<file path="src/rtl/sht40_i2c_responder.sv">
// sht40_i2c_responder
//   I2C target that stands in for an SHT40-style sensor. It accepts a
//   one-byte command write and returns a 6-byte measurement on read. SCL and
//   SDA are oversampled on clk, and SDA is driven open-drain through sda_oe.
// Ports:
//   clk        system clock, rising edge
//   rst_n      asynchronous active-low reset
//   scl_in     raw SCL line level
//   sda_in     raw SDA line level
//   sda_oe     1 = pull SDA low, 0 = release
//   rd_data    measurement bytes, [47:40] sent first
//   cmd_byte   last command byte received
//   cmd_valid  one-cycle pulse when cmd_byte updates
//   rd_done    one-cycle pulse when a read transaction ends
//   busy       high whenever the FSM is not idle
module sht40_i2c_responder #(
  parameter logic [6:0] ADDR = 7'h44
) (
  input  logic        clk,
  input  logic        rst_n,
  input  logic        scl_in,
  input  logic        sda_in,
  output logic        sda_oe,
  input  logic [47:0] rd_data,
  output logic [7:0]  cmd_byte,
  output logic        cmd_valid,
  output logic        rd_done,
  output logic        busy
);

  localparam int unsigned DATA_W  = 48;
  localparam int unsigned CNT_W   = 3;
  localparam int unsigned SHIFT_W = 7;

  typedef enum logic [2:0] {
    ST_IDLE,
    ST_ADDR,
    ST_ADDR_ACK,
    ST_WRITE,
    ST_WRITE_ACK,
    ST_READ,
    ST_READ_ACK,
    ST_WAIT_STOP
  } state_t;

  // Two-flop synchronizers plus a delayed copy for edge detection.
  logic r_scl_s1, r_scl_s2, r_scl_d;
  logic r_sda_s1, r_sda_s2, r_sda_d;

  // Registered bus events, one cycle after the synchronized edge.
  logic r_scl_rise, r_scl_fall, r_start, r_stop, r_sda_smp;

  state_t              r_state;
  logic [CNT_W-1:0]    r_bit_cnt;
  logic [CNT_W-1:0]    r_byte_cnt;
  logic [SHIFT_W-1:0]  r_shift;
  logic [DATA_W-1:0]   r_rd_sr;
  logic                r_rw;
  // ACK slots: set after the first fall (driving ACK) or, in READ_ACK,
  // after the master ACKed and another byte is due.
  logic                r_ack_phase;
  logic                r_sda_oe;
  logic [7:0]          r_cmd_byte;
  logic                r_cmd_valid;
  logic                r_rd_done;
  logic                r_busy;

  // Synchronizers reset to the idle-bus level.
  always_ff @(posedge clk or negedge rst_n) begin
    if (!rst_n) begin
      r_scl_s1 <= 1'b1;
      r_scl_s2 <= 1'b1;
      r_scl_d  <= 1'b1;
      r_sda_s1 <= 1'b1;
      r_sda_s2 <= 1'b1;
      r_sda_d  <= 1'b1;
    end else begin
      r_scl_s1 <= scl_in;
      r_scl_s2 <= r_scl_s1;
      r_scl_d  <= r_scl_s2;
      r_sda_s1 <= sda_in;
      r_sda_s2 <= r_sda_s1;
      r_sda_d  <= r_sda_s2;
    end
  end

  // Edge register: START/STOP only when SCL is steadily high.
  always_ff @(posedge clk or negedge rst_n) begin
    if (!rst_n) begin
      r_scl_rise <= 1'b0;
      r_scl_fall <= 1'b0;
      r_start    <= 1'b0;
      r_stop     <= 1'b0;
      r_sda_smp  <= 1'b1;
    end else begin
      r_scl_rise <= r_scl_s2 & ~r_scl_d;
      r_scl_fall <= ~r_scl_s2 & r_scl_d;
      r_start    <= r_scl_s2 & r_scl_d & ~r_sda_s2 & r_sda_d;
      r_stop     <= r_scl_s2 & r_scl_d & r_sda_s2 & ~r_sda_d;
      r_sda_smp  <= r_sda_s2;
    end
  end

  // Protocol FSM; START/STOP take priority over any SCL edge.
  always_ff @(posedge clk or negedge rst_n) begin
    if (!rst_n) begin
      r_state     <= ST_IDLE;
      r_bit_cnt   <= '0;
      r_byte_cnt  <= '0;
      r_shift     <= '0;
      r_rd_sr     <= '0;
      r_rw        <= 1'b0;
      r_ack_phase <= 1'b0;
      r_sda_oe    <= 1'b0;
      r_cmd_byte  <= 8'h00;
      r_cmd_valid <= 1'b0;
      r_rd_done   <= 1'b0;
      r_busy      <= 1'b0;
    end else begin
      r_cmd_valid <= 1'b0;
      r_rd_done   <= 1'b0;
      if (r_stop) begin
        r_state     <= ST_IDLE;
        r_bit_cnt   <= '0;
        r_ack_phase <= 1'b0;
        r_sda_oe    <= 1'b0;
        r_busy      <= 1'b0;
      end else if (r_start) begin
        r_state     <= ST_ADDR;
        r_bit_cnt   <= '0;
        r_ack_phase <= 1'b0;
        r_sda_oe    <= 1'b0;
        r_busy      <= 1'b1;
      end else begin
        case (r_state)
          ST_IDLE: begin
            r_sda_oe <= 1'b0;
          end

          ST_ADDR: begin
            if (r_scl_rise) begin
              r_shift   <= {r_shift[SHIFT_W-2:0], r_sda_smp};
              r_bit_cnt <= r_bit_cnt + CNT_W'(1);
              if (r_bit_cnt == CNT_W'(7)) begin
                if (r_shift == ADDR) begin
                  r_state     <= ST_ADDR_ACK;
                  r_ack_phase <= 1'b0;
                  r_rw        <= r_sda_smp;
                  if (r_sda_smp) begin
                    r_rd_sr    <= rd_data;
                    r_byte_cnt <= '0;
                  end
                end else begin
                  r_state <= ST_WAIT_STOP;
                end
              end
            end
          end

          ST_ADDR_ACK: begin
            if (r_scl_fall) begin
              if (!r_ack_phase) begin
                r_sda_oe    <= 1'b1;
                r_ack_phase <= 1'b1;
              end else begin
                r_ack_phase <= 1'b0;
                r_bit_cnt   <= '0;
                if (r_rw) begin
                  r_sda_oe <= ~r_rd_sr[DATA_W-1];
                  r_state  <= ST_READ;
                end else begin
                  r_sda_oe <= 1'b0;
                  r_state  <= ST_WRITE;
                end
              end
            end
          end

          ST_WRITE: begin
            if (r_scl_rise) begin
              r_shift   <= {r_shift[SHIFT_W-2:0], r_sda_smp};
              r_bit_cnt <= r_bit_cnt + CNT_W'(1);
              if (r_bit_cnt == CNT_W'(7)) begin
                r_cmd_byte  <= {r_shift, r_sda_smp};
                r_cmd_valid <= 1'b1;
                r_state     <= ST_WRITE_ACK;
                r_ack_phase <= 1'b0;
              end
            end
          end

          ST_WRITE_ACK: begin
            if (r_scl_fall) begin
              if (!r_ack_phase) begin
                r_sda_oe    <= 1'b1;
                r_ack_phase <= 1'b1;
              end else begin
                r_sda_oe    <= 1'b0;
                r_ack_phase <= 1'b0;
                r_bit_cnt   <= '0;
                r_state     <= ST_WRITE;
              end
            end
          end

          // Bit 47 of the shift register is always the bit on the wire.
          ST_READ: begin
            if (r_scl_fall) begin
              r_rd_sr   <= {r_rd_sr[DATA_W-2:0], 1'b0};
              r_bit_cnt <= r_bit_cnt + CNT_W'(1);
              if (r_bit_cnt == CNT_W'(7)) begin
                r_sda_oe    <= 1'b0;
                r_ack_phase <= 1'b0;
                r_state     <= ST_READ_ACK;
              end else begin
                r_sda_oe <= ~r_rd_sr[DATA_W-2];
              end
            end
          end

          ST_READ_ACK: begin
            if (r_scl_rise && !r_ack_phase) begin
              if (!r_sda_smp && (r_byte_cnt < CNT_W'(5))) begin
                r_byte_cnt  <= r_byte_cnt + CNT_W'(1);
                r_ack_phase <= 1'b1;
              end else begin
                r_rd_done <= 1'b1;
                r_sda_oe  <= 1'b0;
                r_state   <= ST_WAIT_STOP;
              end
            end else if (r_scl_fall && r_ack_phase) begin
              r_ack_phase <= 1'b0;
              r_bit_cnt   <= '0;
              r_sda_oe    <= ~r_rd_sr[DATA_W-1];
              r_state     <= ST_READ;
            end
          end

          ST_WAIT_STOP: begin
            r_sda_oe <= 1'b0;
          end

          default: begin
            r_state  <= ST_IDLE;
            r_sda_oe <= 1'b0;
          end
        endcase
      end
    end
  end

  assign sda_oe    = r_sda_oe;
  assign cmd_byte  = r_cmd_byte;
  assign cmd_valid = r_cmd_valid;
  assign rd_done   = r_rd_done;
  assign busy      = r_busy;

endmodule
</file>
<file path="config.mk">
export PLATFORM = sky130hd
export DESIGN_NAME = sht40_i2c_responder
export DESIGN_NICKNAME = d
export VERILOG_FILES = /design/src/rtl/sht40_i2c_responder.sv
export SDC_FILE = /design/constraint.sdc
export NUM_CORES = 1
export LEC_CHECK = 0
export CORE_ASPECT_RATIO = 1.5
export CORE_MARGIN = 4
export CORE_UTILIZATION = 54
export CTS_CLUSTER_SIZE = 14
export DETAILED_ROUTE_END_ITERATION = 8
export GPL_ROUTABILITY_DRIVEN = 0
export HOLD_SLACK_MARGIN = 0.08
export PLACE_DENSITY = 0.8
export SLEW_MARGIN = 10
export SYNTH_ARGS = -nofsm -noshare
export SYNTH_HDL_FRONTEND = slang
export SYNTH_SLANG_ARGS = --single-unit
export TNS_END_PERCENT = 30
</file>
<file path="constraint.sdc">
create_clock -name clk -period 2.34 [get_ports clk]
set_input_delay 0.468 -clock clk [delete_from_list [all_inputs] [get_ports clk]]
set_output_delay 0.468 -clock clk [all_outputs]
set_load 0.005 [all_outputs]
</file>
==> results of run 1 <==
-- kinds of logic after synthesis --
group	count (synthesis)	share of synthesized area
and+or+nand+nor	111	0.133
muxes	64	0.156
DFF	88	0.522
buffers and inverters	34	0.0447
AOI/OAI and AO/OA	91	0.135
adders and majority gates	3	0.00887
-- flip-flops by register name, summed over array words and instances (netlist names), 3 cells and up --
signal	cells
r_rd_sr	48
cmd_byte	8
r_shift	7
r_bit_cnt	3
r_byte_cnt	3
r_state	3
-- power by group --
| part | internal (mW) | switching (mW) | leakage (nW) |
|---|---|---|---|
| clock network | 0.958 | 0.567 | 0.158 |
| logic | 0.991 | 1.09 | 1.26 |
| registers | 2.02 | 0.335 | 1.02 |
| total | 3.96 | 2.00 | 2.44 |
-- through the flow --
step                hold WS, ps   util
floorplan                   172      -
global placement            350  0.651
detailed placement          353  0.651
CTS                         118  0.694
global route                137  0.694
finish                      104  0.694
-- routing by layer --
metal | up-vias | routed length, um | global-route usage
li1 | 1498 | - | -
met5 | - | 0 | 0
met3 | 18 | 463 | 0.0494
met4 | 0 | 200 | 0.0947
met2 | 107 | 4670 | 0.341
met1 | 1483 | 3390 | 0.233
-- cell usage in the layout (no fill, tap or decap), types with 3 or more instances in the layout --
master | Yosys | routed
nand3_1 | 4 | 4
nor2_1 | 62 | 62
a21oi_1 | 56 | 56
ha_1 | 3 | 3
o21ai_0 | 5 | 5
nand2_1 | 8 | 8
nand2b_1 | 3 | 3
buf_4 | 8 | 5
mux2i_1 | 47 | 47
nor3_1 | 5 | 5
nor3b_1 | 4 | 4
a2111oi_0 | 3 | 3
dfstp_2 | 6 | 6
dfrtp_1 | 82 | 82
clkinv_2 | 0 | 3
mux2_2 | 17 | 17
buf_12 | 0 | 5
nor2b_1 | 9 | 9
clkdlybuf4s50_1 | 0 | 62
inv_1 | 8 | 8
clkbuf_16 | 0 | 9
-- critical path, cell delays in order (launching register included) --
cell and delay, ps:
dfrtp_1 360, ha_1 160, ha_1 230, nand4bb_1 190
nor4_2 340, o211a_2 290, buf_12 240, nor2_1 60
a21oi_1 140
-- final timing paths --
check | end | slack, ps | cells after the start
worst max-delay path | r_rd_sr[19] | 240 | 8
worst min-delay path | rd_done | 100 | 1
worst max register to register | r_rd_sr[19] | 240 | 8
worst min register to register | r_scl_s2 | 360 | 0
max in group asynchronous | r_scl_d | 1560 | 2
min in group clk | r_scl_s2 | 360 | 0
-- cell type report --
cell class	instances	area (um2)	area share
timing repair buffer	72	758	0.144
tap	102	128	0.0242
clock inverter	6	82.6	0.0156
multi-input combinational	269	1830	0.347
clock buffer	10	239	0.0453
sequential	88	2210	0.418
inverter	8	30.0	0.00569
==> qor.yml, run 1 <==
layout:
  num_antenna_cells: 0
  area_growth_pct: 24.8
  final_area_um2: 5280
  final_cells: 555
  drive_above_1_share: 0.130
  n_fill_cell: 581
  nets: 503
sta:
  tightest_slew_ps: 532
  worst_slack_ps: 239
  timing.slew.headroom: 0.645
  fin_crit_ps: 2100
  rsz0062_at_grt: "false"
  tns_ps: 0
  hold_viol_final: 0
  max_clock_freq_ghz: 0.476
  setup_viol: 0
  finClkSkew_ps: 5.38
  drv_slew: 0
  finalCritPeriodShare: 0.898
clock_network:
  cts_setup_buffers: 0
  cts.sinks: 88
  hold_buffers: 0
  h-tree-depth: 3
  cts_resized: 0
  clkSlewWorstSetupHoldPaths_ps: 60
  clockBufferDepth: 2
  clockRootBuffer: "clkbuf_16"
  cts_inserted_buffers: 9
  clk-insertion-delay-late_ps: 340
  cts_tree: "done"
logic_synthesis:
  ys.flop_type: "dfrtp_1"
  synth_area_leaders: "dfrtp_1, mux2i_1, a21oi_1"
  synth.avg_cell_area_um2: 10.8
  syn_nets: 446
  yosys_warnings: 0
  ys_ff_latch: 88
  syn_area_um2: 4230
  synthTopCellsByCount: "dfrtp_1, nor2_1, a21oi_1, mux2i_1, mux2_2"
  postSynth.asyncResetShare: 1.00
  synth_cell_types: 52
  yosysMostFrequentCell: "dfrtp_1"
  syn-instance-count: 391
  synth-edff-count: 0
  synth_top_area_frac: 0.485
  ys_seq_area_frac: 0.522
  yosysTopAreaCell: "dfrtp_1"
grt:
  grt_max_degree: 55
  grt_pass1_vias: 3111
  antenna_found_initial: 0
  overflow: 0
  grtUsageTotal: 0.199
  grt_pass1_wl_mm: 14.4
floorplan:
  core_um2: 7610
  num_rows: 39
  die_h_um: 116
  die_area_um2: 9350
  ioPinCount: 64
  die_w_um: 80.3
  start_util: 0.556
route:
  dr.first_iter.drc_count: 251
  wl_per_cell_um: 15.7
  drcViolationCount: 0
  vias_per_cell: 5.60
  vias: 3106
  first_pass_iters: 4
  wirelength_mm: 8.72
  postRouteAntennaNets: 0
power_and_ir_drop:
  p_per_area_nw_per_um2: 1130
  p_leak_nw: 2.44
  fin_total_pwr_mw: 5.96
  ir_worst_vdd_v: 0.000618
worst_setup_path:
  cp.required_ps: 2600
  critPathLaunch: "r_bit_cnt[0]"
  critical_path_class: "flop to flop"
  end_kind: "flop"
  critPathArrivalTime_ps: 2360
  r2r-start: "r_bit_cnt[0]"
  start_kind: "flop"
  path_max_fanout: 54
status:
  status: "finished, final reports clean"
hold_path:
  hold_path_class: "input port to async pin"
placed_design:
  dp_slack_ps: 282
  dpl_cell_area_um2: 4960
  placed_cells: 539
  dpl.hpwl_mm: 6.18
  port-buffer-count: 63
job:
  cap_violations: 0
(Power assumes the default switching activity.)
==> run 2: changes to the inputs <==
==> constraint.sdc (replaced) <==
create_clock -name clk -period 2.34 [get_ports clk]
set_input_delay 0.585 -clock clk [delete_from_list [all_inputs] [get_ports clk]]
set_output_delay 0.585 -clock clk [all_outputs]
set_load 0.05 [all_outputs]
==> run 2 against run 1 <==
Compared with the run above: sequential power is essentially flat; power shrank 2.6%; combinational power grew 3%; clock power shrank 13%; flip-flop and latch count is the same; core utilization shrank 0.67 points.
==> qor.yml, run 2 (same netlist as run 1, synthesis figures left out) <==
status:
  status: "finished, final reports clean"
worst_setup_path:
  crit_top_cell: "ha_1"
  cp.required_ps: 2590
  end_kind: "flop"
  crit_slowest_cell: "dfrtp_1"
  reg2reg_depth: 8
  cpLargestDelayFamily: "simple AND/OR/NAND/NOR gates"
  worstPathCellList: "ha_1 -> ha_1 -> nand4bb_1 -> nor4_2 -> o211a_2 -> buf_12 -> nor2_1 -> a21oi_1"
  cpPeakStageDelay_ps: 360
  path_max_fanout: 54
  rrSetupSlack_ps: 220
  cp_num_buf_inv: 1
  critical_path_class: "flop to flop"
  reg2reg_to: "r_rd_sr[24]"
  critPathArrivalTime_ps: 2370
  start_kind: "flop"
  r2r-start: "r_bit_cnt[0]"
placed_design:
  dpl.hpwl_mm: 6.27
  placed_cells: 538
  dp_slack_ps: 290
  port-buffer-count: 63
grt:
  antenna_found_initial: 0
  overflow: 0
  grtUsageTotal: 0.207
  grt_pass1_wl_mm: 14.9
  grt_max_degree: 55
  grt_pass1_vias: 3216
sta:
  rsz0062_at_grt: "false"
  max_clock_freq_ghz: 0.472
  finClkSkew_ps: 6.45
  finalCritPeriodShare: 0.906
  hold_slack_ps: 218
  timing.slew.headroom: 0.649
  worst_slack_ps: 220
  fin_crit_ps: 2120
  drv_slew: 0
  tightest_slew_ps: 525
  setup_viol: 0
  tns_ps: 0
  hold_viol_final: 0
clock_network:
  cts_inserted_buffers: 9
  clockBufferDepth: 2
  clkSlewWorstSetupHoldPaths_ps: 60
  cts_setup_buffers: 0
  h-tree-depth: 3
  cts_tree: "done"
  cts.sinks: 88
  hold_buffers: 0
  clockRootBuffer: "clkbuf_16"
  clk-insertion-delay-late_ps: 330
  cts_resized: 0
route:
  wirelength_mm: 8.84
  vias: 3140
  dr.first_iter.drc_count: 203
  drcViolationCount: 0
  first_pass_iters: 4
  vias_per_cell: 5.67
  postRouteAntennaNets: 0
  wl_per_cell_um: 16.0
floorplan:
  die_area_um2: 9350
  ioPinCount: 64
  die_w_um: 80.3
  num_rows: 39
  core_um2: 7610
  start_util: 0.556
  die_h_um: 116
power_and_ir_drop:
  ir_worst_vdd_v: 0.000723
  power_frac_clock: 0.227
  netSwitchingPower_mw: 2.02
  switching_share: 0.349
  p_per_area_nw_per_um2: 1110
  fin_total_pwr_mw: 5.81
  p_leak_nw: 2.42
  p_int_mw: 3.78
  p_seq_frac: 0.402
  combPwrFrac: 0.371
layout:
  drive_above_1_share: 0.124
  final_cell_mix: "dfrtp_1, nor2_1, clkdlybuf4s50_1, a21oi_1, mux2i_1"
  n_fill_cell: 599
  top_register: "r_rd_sr"
  nets: 502
  final_common_cell: "dfrtp_1"
  num_antenna_cells: 0
  largest_register_ffs: 48
  area_growth_pct: 23.6
  final_cells: 554
hold_path:
  hold_path_class: "input port to async pin"
job:
  cap_violations: 0
[run 2: cell types whose count changed in the layout (fill, tap and decap cells not counted)]
cell,change
clkbuf_8,+1
bufinv_16,-2
buf_4,-1
clkinv_2,-1
clkbuf_1,+2
[run 2: routing by layer]
layer | global-route usage | part of all wire | vias up
met5 | 0 | 0 | -
met1 | 0.236 | 0.39 | 1515
met4 | 0.113 | 0.034 | 0
li1 | - | - | 1501
met3 | 0.0386 | 0.039 | 30
met2 | 0.364 | 0.54 | 94
[run 2: final cells by class]
class                   instances  area, um2  share of cell area
clock buffers                  13        260              0.0498
clock inverters                 3       17.5             0.00335
inverters                       8       30.0             0.00574
multi-input cells             269       1830               0.351
flip-flops and latches         88       2210               0.423
well taps                     102        128              0.0244
repair buffers                 71        751               0.144
[run 2: power by group through the flow]
stage / clock network (mW) / registers [mW] / logic [mW]
floorplan: 0 / 2.28 / 1.65
global placement: 0 / 2.32 / 2.05
detailed placement: 0 / 2.35 / 2.14
CTS: 1.35 / 2.33 / 2.16
global route: 1.41 / 2.39 / 2.39
finish: 1.32 / 2.33 / 2.15
[run 2: how the worst max path moves through the flow]
stage,start,cells past startpoint,endpoint
after detailed placement,r_bit_cnt[0],6,cmd_byte[3]
after global placement,r_bit_cnt[0],8,r_rd_sr[20]
after global routing,r_bit_cnt[0],8,r_rd_sr[24]
after floorplan,r_bit_cnt[0],9,r_rd_sr[11]
after CTS,r_bit_cnt[0],8,r_rd_sr[24]
final,r_bit_cnt[0],8,r_rd_sr[24]
[run 2: stage by stage]
step | utilization | cell area (um2)
5_1_grt | 0.687 | 5230
6_report | 0.687 | 5230
3_5_place_dp | 0.650 | 4950
4_1_cts | 0.687 | 5230
3_3_place_gp | 0.650 | 4950
2_1_floorplan | - | 4230
